`src/rtl/ice_coms_pkg.sv`:
```
// Shared constants, types and helpers for the iCEboard motor status link.
package ice_coms_pkg;

    localparam logic [7:0]  SYNC_BYTE           = 8'hAA;
    localparam int unsigned FRAME_PAYLOAD_BYTES = 15;
    localparam int unsigned FRAME_BITS          = FRAME_PAYLOAD_BYTES * 8;
    localparam logic [15:0] CRC_POLY            = 16'h1021;
    localparam logic [15:0] CRC_INIT            = 16'hFFFF;
    localparam int unsigned CUR_W               = 13;

    // Byte offsets of each field within the CRC-covered payload (ID is byte 0)
    localparam int unsigned OFF_ID   = 0;
    localparam int unsigned OFF_ENC0 = 1;
    localparam int unsigned OFF_ENC1 = 4;
    localparam int unsigned OFF_DISP = 7;
    localparam int unsigned OFF_DUTY = 10;
    localparam int unsigned OFF_CUR  = 13;

    typedef enum logic [2:0] {
        ST_HUNT    = 3'd0,
        ST_PAYLOAD = 3'd1,
        ST_CRC_HI  = 3'd2,
        ST_CRC_LO  = 3'd3,
        ST_CHECK   = 3'd4
    } rx_state_e;

    typedef struct packed {
        logic [7:0]  id;
        logic [23:0] enc0;
        logic [23:0] enc1;
        logic [23:0] disp;
        logic [23:0] duty;
        logic [15:0] cur;
    } status_frame_t;

    // Payload is shifted in MSB first, so byte 0 sits at the top of the vector
    function automatic status_frame_t unpack_frame(input logic [FRAME_BITS-1:0] raw);
        status_frame_t f;
        f.id   = raw[FRAME_BITS-1-8*OFF_ID   -: 8];
        f.enc0 = raw[FRAME_BITS-1-8*OFF_ENC0 -: 24];
        f.enc1 = raw[FRAME_BITS-1-8*OFF_ENC1 -: 24];
        f.disp = raw[FRAME_BITS-1-8*OFF_DISP -: 24];
        f.duty = raw[FRAME_BITS-1-8*OFF_DUTY -: 24];
        f.cur  = raw[FRAME_BITS-1-8*OFF_CUR  -: 16];
        return f;
    endfunction

    function automatic logic [31:0] sat_inc(input logic [31:0] v);
        return (v == 32'hFFFF_FFFF) ? v : v + 32'd1;
    endfunction

endpackage

```
`src/rtl/crc16_ccitt_byte.sv`:
```
// Combinational CRC-16/CCITT update by one byte, MSB first, no reflection.
module crc16_ccitt_byte
    import ice_coms_pkg::*;
(
    input  logic [15:0] i_crc,
    input  logic [7:0]  i_data,
    output logic [15:0] o_crc_c
);

    logic [15:0] w_crc;

    always_comb begin
        w_crc = i_crc ^ {i_data, 8'h00};
        for (int i = 0; i < 8; i++) begin
            w_crc = w_crc[15] ? ({w_crc[14:0], 1'b0} ^ CRC_POLY) : {w_crc[14:0], 1'b0};
        end
        o_crc_c = w_crc;
    end

endmodule

```
`src/rtl/ice_status_frame_rx.sv`:
```
// Assembles 18-byte motor status frames from the UART byte stream, CRC-checks
// them, publishes good frames and keeps saturating link-quality counters.
module ice_status_frame_rx
    import ice_coms_pkg::*;
#(
    parameter int unsigned NUMBER_OF_MOTORS = 8,
    parameter int unsigned CLOCK_FREQ_HZ    = 50_000_000,
    parameter int unsigned BAUDRATE         = 1_000_000,
    parameter int unsigned TIMEOUT_BYTES    = 4
)(
    input  logic               clk,
    input  logic               reset,
    input  logic [7:0]         rx_data,
    input  logic               rx_valid,
    input  logic               rx_frame_err,
    output logic               status_valid,
    output logic [7:0]         status_motor,
    output logic signed [23:0] encoder0_position,
    output logic signed [23:0] encoder1_position,
    output logic signed [23:0] displacement,
    output logic signed [23:0] duty,
    output logic signed [12:0] current,
    output logic [15:0]        crc_checksum,
    output logic [31:0]        frames_ok,
    output logic [31:0]        frames_crc_err,
    output logic [31:0]        frames_drop
);

    localparam int unsigned BYTE_CYCLES    = 10 * CLOCK_FREQ_HZ / BAUDRATE;
    localparam int unsigned TIMEOUT_CYCLES = TIMEOUT_BYTES * BYTE_CYCLES;
    localparam int unsigned GAP_W          = $clog2(TIMEOUT_CYCLES + 1);

    rx_state_e             r_state;
    rx_state_e             w_state_nxt;
    logic [3:0]            r_byte_cnt;
    logic [15:0]           r_crc;
    logic [15:0]           r_rx_crc;
    logic [FRAME_BITS-1:0] r_shift;
    logic [GAP_W-1:0]      r_gap;

    logic                  w_in_frame;
    logic                  w_byte_ok;
    logic                  w_start;
    logic                  w_last_payload;
    logic                  w_timeout;
    logic                  w_abort;
    logic                  w_crc_match;
    logic                  w_id_ok;
    logic [15:0]           w_crc_nxt;
    status_frame_t         w_frame;
    logic                  w_unused_cur_hi;

    crc16_ccitt_byte u_crc (
        .i_crc   (r_crc),
        .i_data  (rx_data),
        .o_crc_c (w_crc_nxt)
    );

    assign w_frame         = unpack_frame(r_shift);
    assign w_unused_cur_hi = ^w_frame.cur[15:CUR_W];

    always_comb begin
        w_in_frame     = (r_state == ST_PAYLOAD) || (r_state == ST_CRC_HI) || (r_state == ST_CRC_LO);
        w_byte_ok      = rx_valid && !rx_frame_err;
        // CHECK accepts a new SYNC like HUNT so zero-gap frames are not lost
        w_start        = ((r_state == ST_HUNT) || (r_state == ST_CHECK)) && w_byte_ok
                         && (rx_data == SYNC_BYTE);
        w_last_payload = (r_byte_cnt == 4'(FRAME_PAYLOAD_BYTES - 1));
        w_abort        = w_in_frame && rx_valid && rx_frame_err;
        // A byte arriving on the limit cycle takes priority over the timeout
        w_timeout      = w_in_frame && !rx_valid && (r_gap == GAP_W'(TIMEOUT_CYCLES - 1));
        w_crc_match    = (r_crc == r_rx_crc);
        w_id_ok        = (32'(w_frame.id) < NUMBER_OF_MOTORS);
    end

    always_comb begin
        w_state_nxt = r_state;
        case (r_state)
            ST_HUNT, ST_CHECK: w_state_nxt = w_start ? ST_PAYLOAD : ST_HUNT;
            ST_PAYLOAD: if (w_byte_ok && w_last_payload) w_state_nxt = ST_CRC_HI;
            ST_CRC_HI:  if (w_byte_ok) w_state_nxt = ST_CRC_LO;
            ST_CRC_LO:  if (w_byte_ok) w_state_nxt = ST_CHECK;
            default:    w_state_nxt = ST_HUNT;
        endcase
        if (w_abort || w_timeout) begin
            w_state_nxt = ST_HUNT;
        end
    end

    always_ff @(posedge clk) begin
        if (reset) begin
            r_state <= ST_HUNT;
        end else begin
            r_state <= w_state_nxt;
        end
    end

    // Frame datapath: gap timer, byte counter, running CRC, payload shift register
    always_ff @(posedge clk) begin
        if (reset) begin
            r_byte_cnt <= '0;
            r_crc      <= CRC_INIT;
            r_rx_crc   <= '0;
            r_shift    <= '0;
            r_gap      <= '0;
        end else begin
            if (!w_in_frame || rx_valid) begin
                r_gap <= '0;
            end else begin
                r_gap <= r_gap + GAP_W'(1);
            end

            if (w_start) begin
                r_byte_cnt <= '0;
                r_crc      <= CRC_INIT;
            end

            if (w_byte_ok) begin
                case (r_state)
                    ST_PAYLOAD: begin
                        r_shift    <= {r_shift[FRAME_BITS-9:0], rx_data};
                        r_crc      <= w_crc_nxt;
                        r_byte_cnt <= r_byte_cnt + 4'd1;
                    end
                    ST_CRC_HI: r_rx_crc[15:8] <= rx_data;
                    ST_CRC_LO: r_rx_crc[7:0]  <= rx_data;
                    default: ;
                endcase
            end
        end
    end

    // Outputs and link-quality counters
    always_ff @(posedge clk) begin
        if (reset) begin
            status_valid      <= 1'b0;
            status_motor      <= '0;
            encoder0_position <= '0;
            encoder1_position <= '0;
            displacement      <= '0;
            duty              <= '0;
            current           <= '0;
            crc_checksum      <= '0;
            frames_ok         <= '0;
            frames_crc_err    <= '0;
            frames_drop       <= '0;
        end else begin
            status_valid <= 1'b0;
            if (r_state == ST_CHECK) begin
                if (!w_crc_match) begin
                    frames_crc_err <= sat_inc(frames_crc_err);
                end else if (!w_id_ok) begin
                    frames_drop <= sat_inc(frames_drop);
                end else begin
                    status_valid      <= 1'b1;
                    status_motor      <= w_frame.id;
                    encoder0_position <= w_frame.enc0;
                    encoder1_position <= w_frame.enc1;
                    displacement      <= w_frame.disp;
                    duty              <= w_frame.duty;
                    current           <= w_frame.cur[CUR_W-1:0];
                    crc_checksum      <= r_rx_crc;
                    frames_ok         <= sat_inc(frames_ok);
                end
            end
            if (w_abort || w_timeout) begin
                frames_drop <= sat_inc(frames_drop);
            end
        end
    end

endmodule
```
`config.mk`:
```
export PLATFORM = sky130hd
export DESIGN_NAME = ice_status_frame_rx
export DESIGN_NICKNAME = d
export VERILOG_FILES = /design/src/rtl/ice_coms_pkg.sv /design/src/rtl/crc16_ccitt_byte.sv /design/src/rtl/ice_status_frame_rx.sv
export SDC_FILE = /design/constraint.sdc
export NUM_CORES = 1
export LEC_CHECK = 0
export CAP_MARGIN = 20
export CORE_ASPECT_RATIO = 2
export CORE_MARGIN = 10
export CORE_UTILIZATION = 45
export DETAILED_ROUTE_END_ITERATION = 8
export PLACE_DENSITY = 0.75
export SYNTH_ARGS = -nofsm -noshare
export SYNTH_HDL_FRONTEND = slang
export SYNTH_HIERARCHICAL = 1
export SYNTH_SLANG_ARGS = --single-unit
```
`constraint.sdc`:
```
create_clock -name clk -period 2.62 [get_ports clk]
set_clock_uncertainty 0.05 [all_clocks]
set_input_delay 0.393 -clock clk [delete_from_list [all_inputs] [get_ports clk]]
set_output_delay 0.393 -clock clk [all_outputs]
set_load 0.1 [all_outputs]
```
Word-level counts from Yosys, hierarchy flattened
Index checks and enable logic that the tools add are counted.
{"block": "totals", "output_inout_bits": 230, "register_bits": 400, "word_cells": 108}
{"block": "op_classes", "mux": 25, "order_cmp": 1, "eq_ne": 15, "n_reduce_logical": 31, "n_bitwise": 13, "addsub": 5}
{"cell": "32-bit two-way mux", "count": 5}
{"cell": "13-bit two-way mux", "count": 8}
{"cell": "32-bit by 1-bit adder with 32-bit output (second input constant)", "count": 3}
{"cell": "32-bit == test (second input constant)", "count": 3}
{"cell": "16-bit two-way mux", "count": 3}
{"cell": "3-bit NOT", "count": 8}
{"cell": "16-bit == test", "count": 1}
{"cell": "16-bit bitwise XOR", "count": 1}
{"cell": "4-bit two-way mux", "count": 3}
{"cell": "3-bit case mux with 4 select lines", "count": 1}
{"cell": "3-bit AND reduction", "count": 4}
{"cell": "11-bit by 1-bit adder with 11-bit output (second input constant)", "count": 1}
{"cell": "11-bit == test (second input constant)", "count": 1}
{"cell": "3-bit two-way mux", "count": 3}
{"cell": "8-bit == test (second input constant)", "count": 1}
{"cell": "1-bit logical AND", "count": 8}
{"cell": "8-bit by 4-bit less-than comparator with 1-bit output (second input constant)", "count": 1}
{"cell": "3-bit by 2-bit == test with 1-bit output (second input constant)", "count": 2}
{"cell": "2-bit AND reduction", "count": 3}
{"cell": "2-bit OR reduction", "count": 3}
{"cell": "1-bit logical OR", "count": 5}
{"cell": "4-bit by 1-bit adder with 4-bit output (second input constant)", "count": 1}
{"cell": "4-bit == test (second input constant)", "count": 1}
{"cell": "2-bit by 1-bit inequality test with 1-bit output (second input constant)", "count": 2}
{"cell": "10 further kinds", "count": 18}

Logic depth before layout (Yosys ltp)
{"block": "depth", "word_depth": 19, "depth_mapped": 9, "depth_no_buf": 8}

Modules after synthesis
The synthesis kept the hierarchy.
{"module": "ice_status_frame_rx", "area_per_inst_um2": 15524.9, "cells_each": 1933, "seq_area_each_um2": 8007.7, "instances": 1}
{"module": "crc16_ccitt_byte", "area_per_inst_um2": 402.9, "cells_each": 25, "seq_area_each_um2": 0.0, "instances": 1}

Least setup slack after synthesis
OpenSTA, ideal clock, no wires.
{"block": "synth_timing", "path_type": "register -> register", "from": "reg frames_crc_err[11]", "to": "reg frames_crc_err[25]", "setup_ns": 0.121, "n_path_buf": 0, "arrival_ns": 2.983, "path_slack_ns": -0.534, "synth_period_minus_slack_ns": 3.154, "path_stages_with_launch": 7, "cell_sequence": "dfxtp_1 > nand4_1 > or4_1 > nor2_1 > nand3_1 > nor4b_1 > mux2_2"}
{"block": "synth_via", "elab_chain_cells": 3, "word_cells_on_any_way": 4}
{"element": "from (decl)", "line_no": "ice_status_frame_rx.sv:25", "source": "output logic [31:0] frames_crc_err,"}
{"element": "from (signal assigned)", "line_no": "ice_status_frame_rx.sv:151", "source": "frames_crc_err <= sat_inc(frames_crc_err);"}
{"element": "parallel branches: the longest is 3 deep, another holds 32-bit by 1-bit adder with 32-bit output"}
Parallel ways; which one is timed is not known.
A chain may end at the register's enable or synchronous reset.

Final worst setup path
{"block": "layout_timing", "from": "reg r_rx_crc[6]", "to": "reg frames_ok[25]"}
{"block": "layout_via", "elab_chain_cells": 2}
{"element": "from (decl)", "line_no": "ice_status_frame_rx.sv:37", "source": "logic [15:0] r_rx_crc;"}
{"element": "from (signal assigned)", "line_no": "ice_status_frame_rx.sv:126", "source": "ST_CRC_LO: r_rx_crc[7:0] <= rx_data;"}
{"element": "16-bit == test", "line_no": "ice_status_frame_rx.sv:72", "source": "w_crc_match = (r_crc == r_rx_crc);"}
{"element": "4-bit AND reduction (no line)"}
{"element": "to (signal assigned)", "line_no": "ice_status_frame_rx.sv:163", "source": "frames_ok <= sat_inc(frames_ok);"}
{"element": "to (decl)", "line_no": "ice_status_frame_rx.sv:24", "source": "output logic [31:0] frames_ok,"}
Every way passes these cells.

==> results.toml <==
[outcome]
status = "finished clean"

[global_route]
grt_use_total_pct = 19.6
antenna_found_initial = 0
grt_pass1_wl_um = 72300
grt-ovfl-total = 0
grt_start_max_net_pins = 89
grt_pass1_vias = 13900

[synthesis]
synth-main-ff-cell = "dfxtp_1"
ys_async_sr_fraction_pct = 0
yosys_warnings = 6
synth.distinct_cells = 47
synth_cells = 1958
synth_edf_count = 0
synth.ff_latch_count = 400
synth_area_per_cell_um2 = 8.13
syn_area_mm2 = 0.0159
yosysSeqAreaShare_pct = 50.3
syn-num-nets = 1976

[pwr]
seqPwrFrac_pct = 51.9
power_density_mw_per_mm2 = 592
combPwrFrac_pct = 2.0
p_leak_nw = 7.12
switching_share_pct = 21.2
p_int_mw = 9.21
p_clk_share_pct = 46.1
ir_drop_mv = 0.557
switchingPower_mw = 2.49
p_total_mw = 11.7

[drt]
dr.pass1.iters = 5
wl_per_cell_um = 17.1
drtIter0Drc = 766
dr_total_vias = 14400
drcViolationCount = 0
vias_per_cell = 5.45
ant_nets = 0
drt_wl_total_um = 45100

[die]
io_pins = 242
start_util_pct = 45.6
dieWidth_um = 153
coreArea_mm2 = 0.0350
dieArea_mm2 = 0.0438
num_rows = 97
die_h_um = 286

[clock_tree]
cts.hold.buffers_added = 0
post_cts_buffers = 0
cts_buffers = 37
cts_num_sinks = 400
cts.clk_slew.worst_paths_ns = 0.07
clk_latency_ns = 0.54
cts_tree = "done"
clock_tree.root_cell = "clkbuf_16"
h-tree-depth = 2
cts_buffer_depth = 3

[setup_path]
start_kind = "flip-flop"
cp_data_required_time_ns = 3.03
crit_fanout = 20
cp.arrival_ns = 2.91
end_kind = "flip-flop"
critical_path_class = "flip-flop to flip-flop"

[sta]
rsz0062_at_grt = "yes"
timing.setup.tns_ns = 0
setup_viol = 0
finalCriticalPeriod_ns = 2.50
slew_violations = 0
worst_pin_slew_ns = 0.851
period_share_pct = 95.4
max_freq_mhz = 400
final_hold_viol_count = 0
max_slew_margin_pct = 42.5

[place]
port_buffers = 241
post_dp_cell_area_mm2 = 0.0185
post-dp-hpwl_um = 31600
dp.cells = 2569
routabilityCongestion = 0.856

[min_path]
hp-class = "input port to flip-flop"

[final_layout]
area_growth_pct = 24.1
antenna_cells = 0
fin_cells = 2635
finalInstanceArea_mm2 = 0.0198
final_util_pct = 56.6
nets = 2181
drive_gt1_share_pct = 20.5

[run]
maxCapViolations = 0
-- kinds of logic (layout without fill, tap and decap cells) --
kind of cell | count (synthesis) | count (layout) | synth area share, %
mux | 31 | 31 | 2.05
xor+xnor | 54 | 54 | 4.16
buf+inv | 141 | 373 | 3.41
fa+ha+maj | 6 | 6 | 0.471
flops | 400 | 400 | 50.3
simple gates | 911 | 911 | 25.9
compound gates | 415 | 415 | 13.8
-- sequential cells by signal, indices dropped and copies added (netlist names), 3 cells and up --
| signal | flops |
|---|---|
| r_crc | 16 |
| frames_drop | 32 |
| encoder0_position | 24 |
| r_gap | 11 |
| duty | 24 |
| r_rx_crc | 16 |
| r_state | 3 |
| crc_checksum | 16 |
| encoder1_position | 24 |
| r_byte_cnt | 4 |
| r_shift | 120 |
| status_motor | 8 |
| current | 13 |
| frames_crc_err | 32 |
| frames_ok | 32 |
| displacement | 24 |
-- power by group through the flow --
stage               clock, mW  combinational [mW]  sequential, mW
finish                   5.39               0.236            6.07
global route             5.77               0.252            6.06
CTS                      5.55               0.236            6.06
detailed placement          0               0.235            6.20
global placement            0               0.232            6.20
floorplan                   0               0.142            6.20
-- layer usage --
| metal | vias to the layer above | global-route usage (%) | routed length (µm) |
|---|---|---|---|
| li1 | 7102 | - | - |
| met1 | 6802 | 20.3 | 16700 |
| met2 | 363 | 37.2 | 24500 |
| met3 | 84 | 3.50 | 2290 |
| met4 | 0 | 8.23 | 1660 |
| met5 | - | 0 | 0 |
-- placed cells by master, fill, tap and decap left out, drive strengths merged, types with 3 or more instances in the layout --
cell,Yosys,routed
a21oi,323,323
a31oi,3,3
and2,10,10
and3,19,19
and4,5,5
buf,9,285
clkbuf,120,57
clkdlybuf4s50,0,10
clkinv,0,6
dfxtp,400,400
ha,6,6
inv,12,15
mux2,13,13
mux2i,18,18
nand2,565,565
nand3,60,60
nand4,48,48
nor2,68,68
nor2b,14,14
nor3,15,15
nor3b,5,5
nor4,12,12
nor4b,4,4
nor4bb,3,3
o21a,4,4
o21ai,48,48
o31a,3,3
o31ai,29,29
or2,4,4
or3,44,44
or4,32,32
xnor2,18,18
xnor3,5,5
xor2,27,27
xor3,4,4
-- worst paths after layout --
| kind | from | to | slack (ns) | cells after the start |
|---|---|---|---|---|
| max | r_rx_crc[6] | frames_ok[25] | 0.12 | 6 |
| min | reset | frames_ok[0] | 0.18 | 2 |
| max reg2reg | r_rx_crc[6] | frames_ok[25] | 0.12 | 6 |
| min reg2reg | encoder1_position[3] | encoder1_position[3] | 0.40 | 2 |
-- worst max-delay path, stage by stage (launching register included) --
cell and delay [ns]:
dfxtp_1 0.35, xor2_1 0.18, nor4_1 0.43, nand4_1 0.20, or3_4 0.53, or4_1 0.53, a21oi_1 0.15
-- through the flow --
stage	hold slack [ns]	setup slack, ns
final	0.177	0.121
after global placement	0.377	0.00358
after floorplan	0.368	0.0000127
after CTS	0.163	0.00298
after global routing	0.207	-0.0149
after detailed placement	0.388	-0.0630
-- final cells by class --
type / instances / area (µm²)
clock inverters: 9 / 60.1
clock buffers: 57 / 1150
repair buffers: 295 / 2410
well taps: 445 / 557
flip-flops and latches: 400 / 8120
inverters: 12 / 45.0
multi-input cells: 1417 / 7420
fillers: 3194 / 15200
-- cell usage after synthesis, types with 2 or more instances --
cell	number	share of area, %
xnor2_4	2	0.35
buf_1	5	0.12
nor2b_1	14	0.55
or3_1	43	1.7
nand3_1	60	1.9
dfxtp_1	400	50
and3_1	19	0.75
nor4bb_1	3	0.19
xnor3_1	5	0.71
nor3b_1	5	0.24
nor4b_1	4	0.22
nor3_2	2	0.13
xnor2_2	3	0.31
a21oi_1	323	10
a31oi_1	3	0.12
or2_2	4	0.16
ha_1	6	0.47
nand4_1	48	1.9
nor4_1	12	0.47
a31o_2	2	0.11
o31a_1	3	0.16
nand2_1	565	13
o21a_1	4	0.19
mux2i_1	18	1.1
o31ai_1	29	1.4
xor2_1	27	1.5
mux2_2	13	0.92
inv_1	12	0.28
and2_1	10	0.39
and4_1	5	0.27
nor3_1	13	0.41
xor3_1	4	0.60
o21ai_0	48	1.5
xnor2_1	13	0.71
nor2_1	68	1.6
or4_1	32	1.5
buf_2	2	0.063
clkbuf_1	120	2.8
-- repair_timing --
| item | in CTS | in global routing |
|---|---|---|
| pin swaps | 0 | 3 |
| setup endpoints to repair | 17 | 94 |
| gates resized for setup | 1 | 4 |
Power figures use the tool's default switching activity.
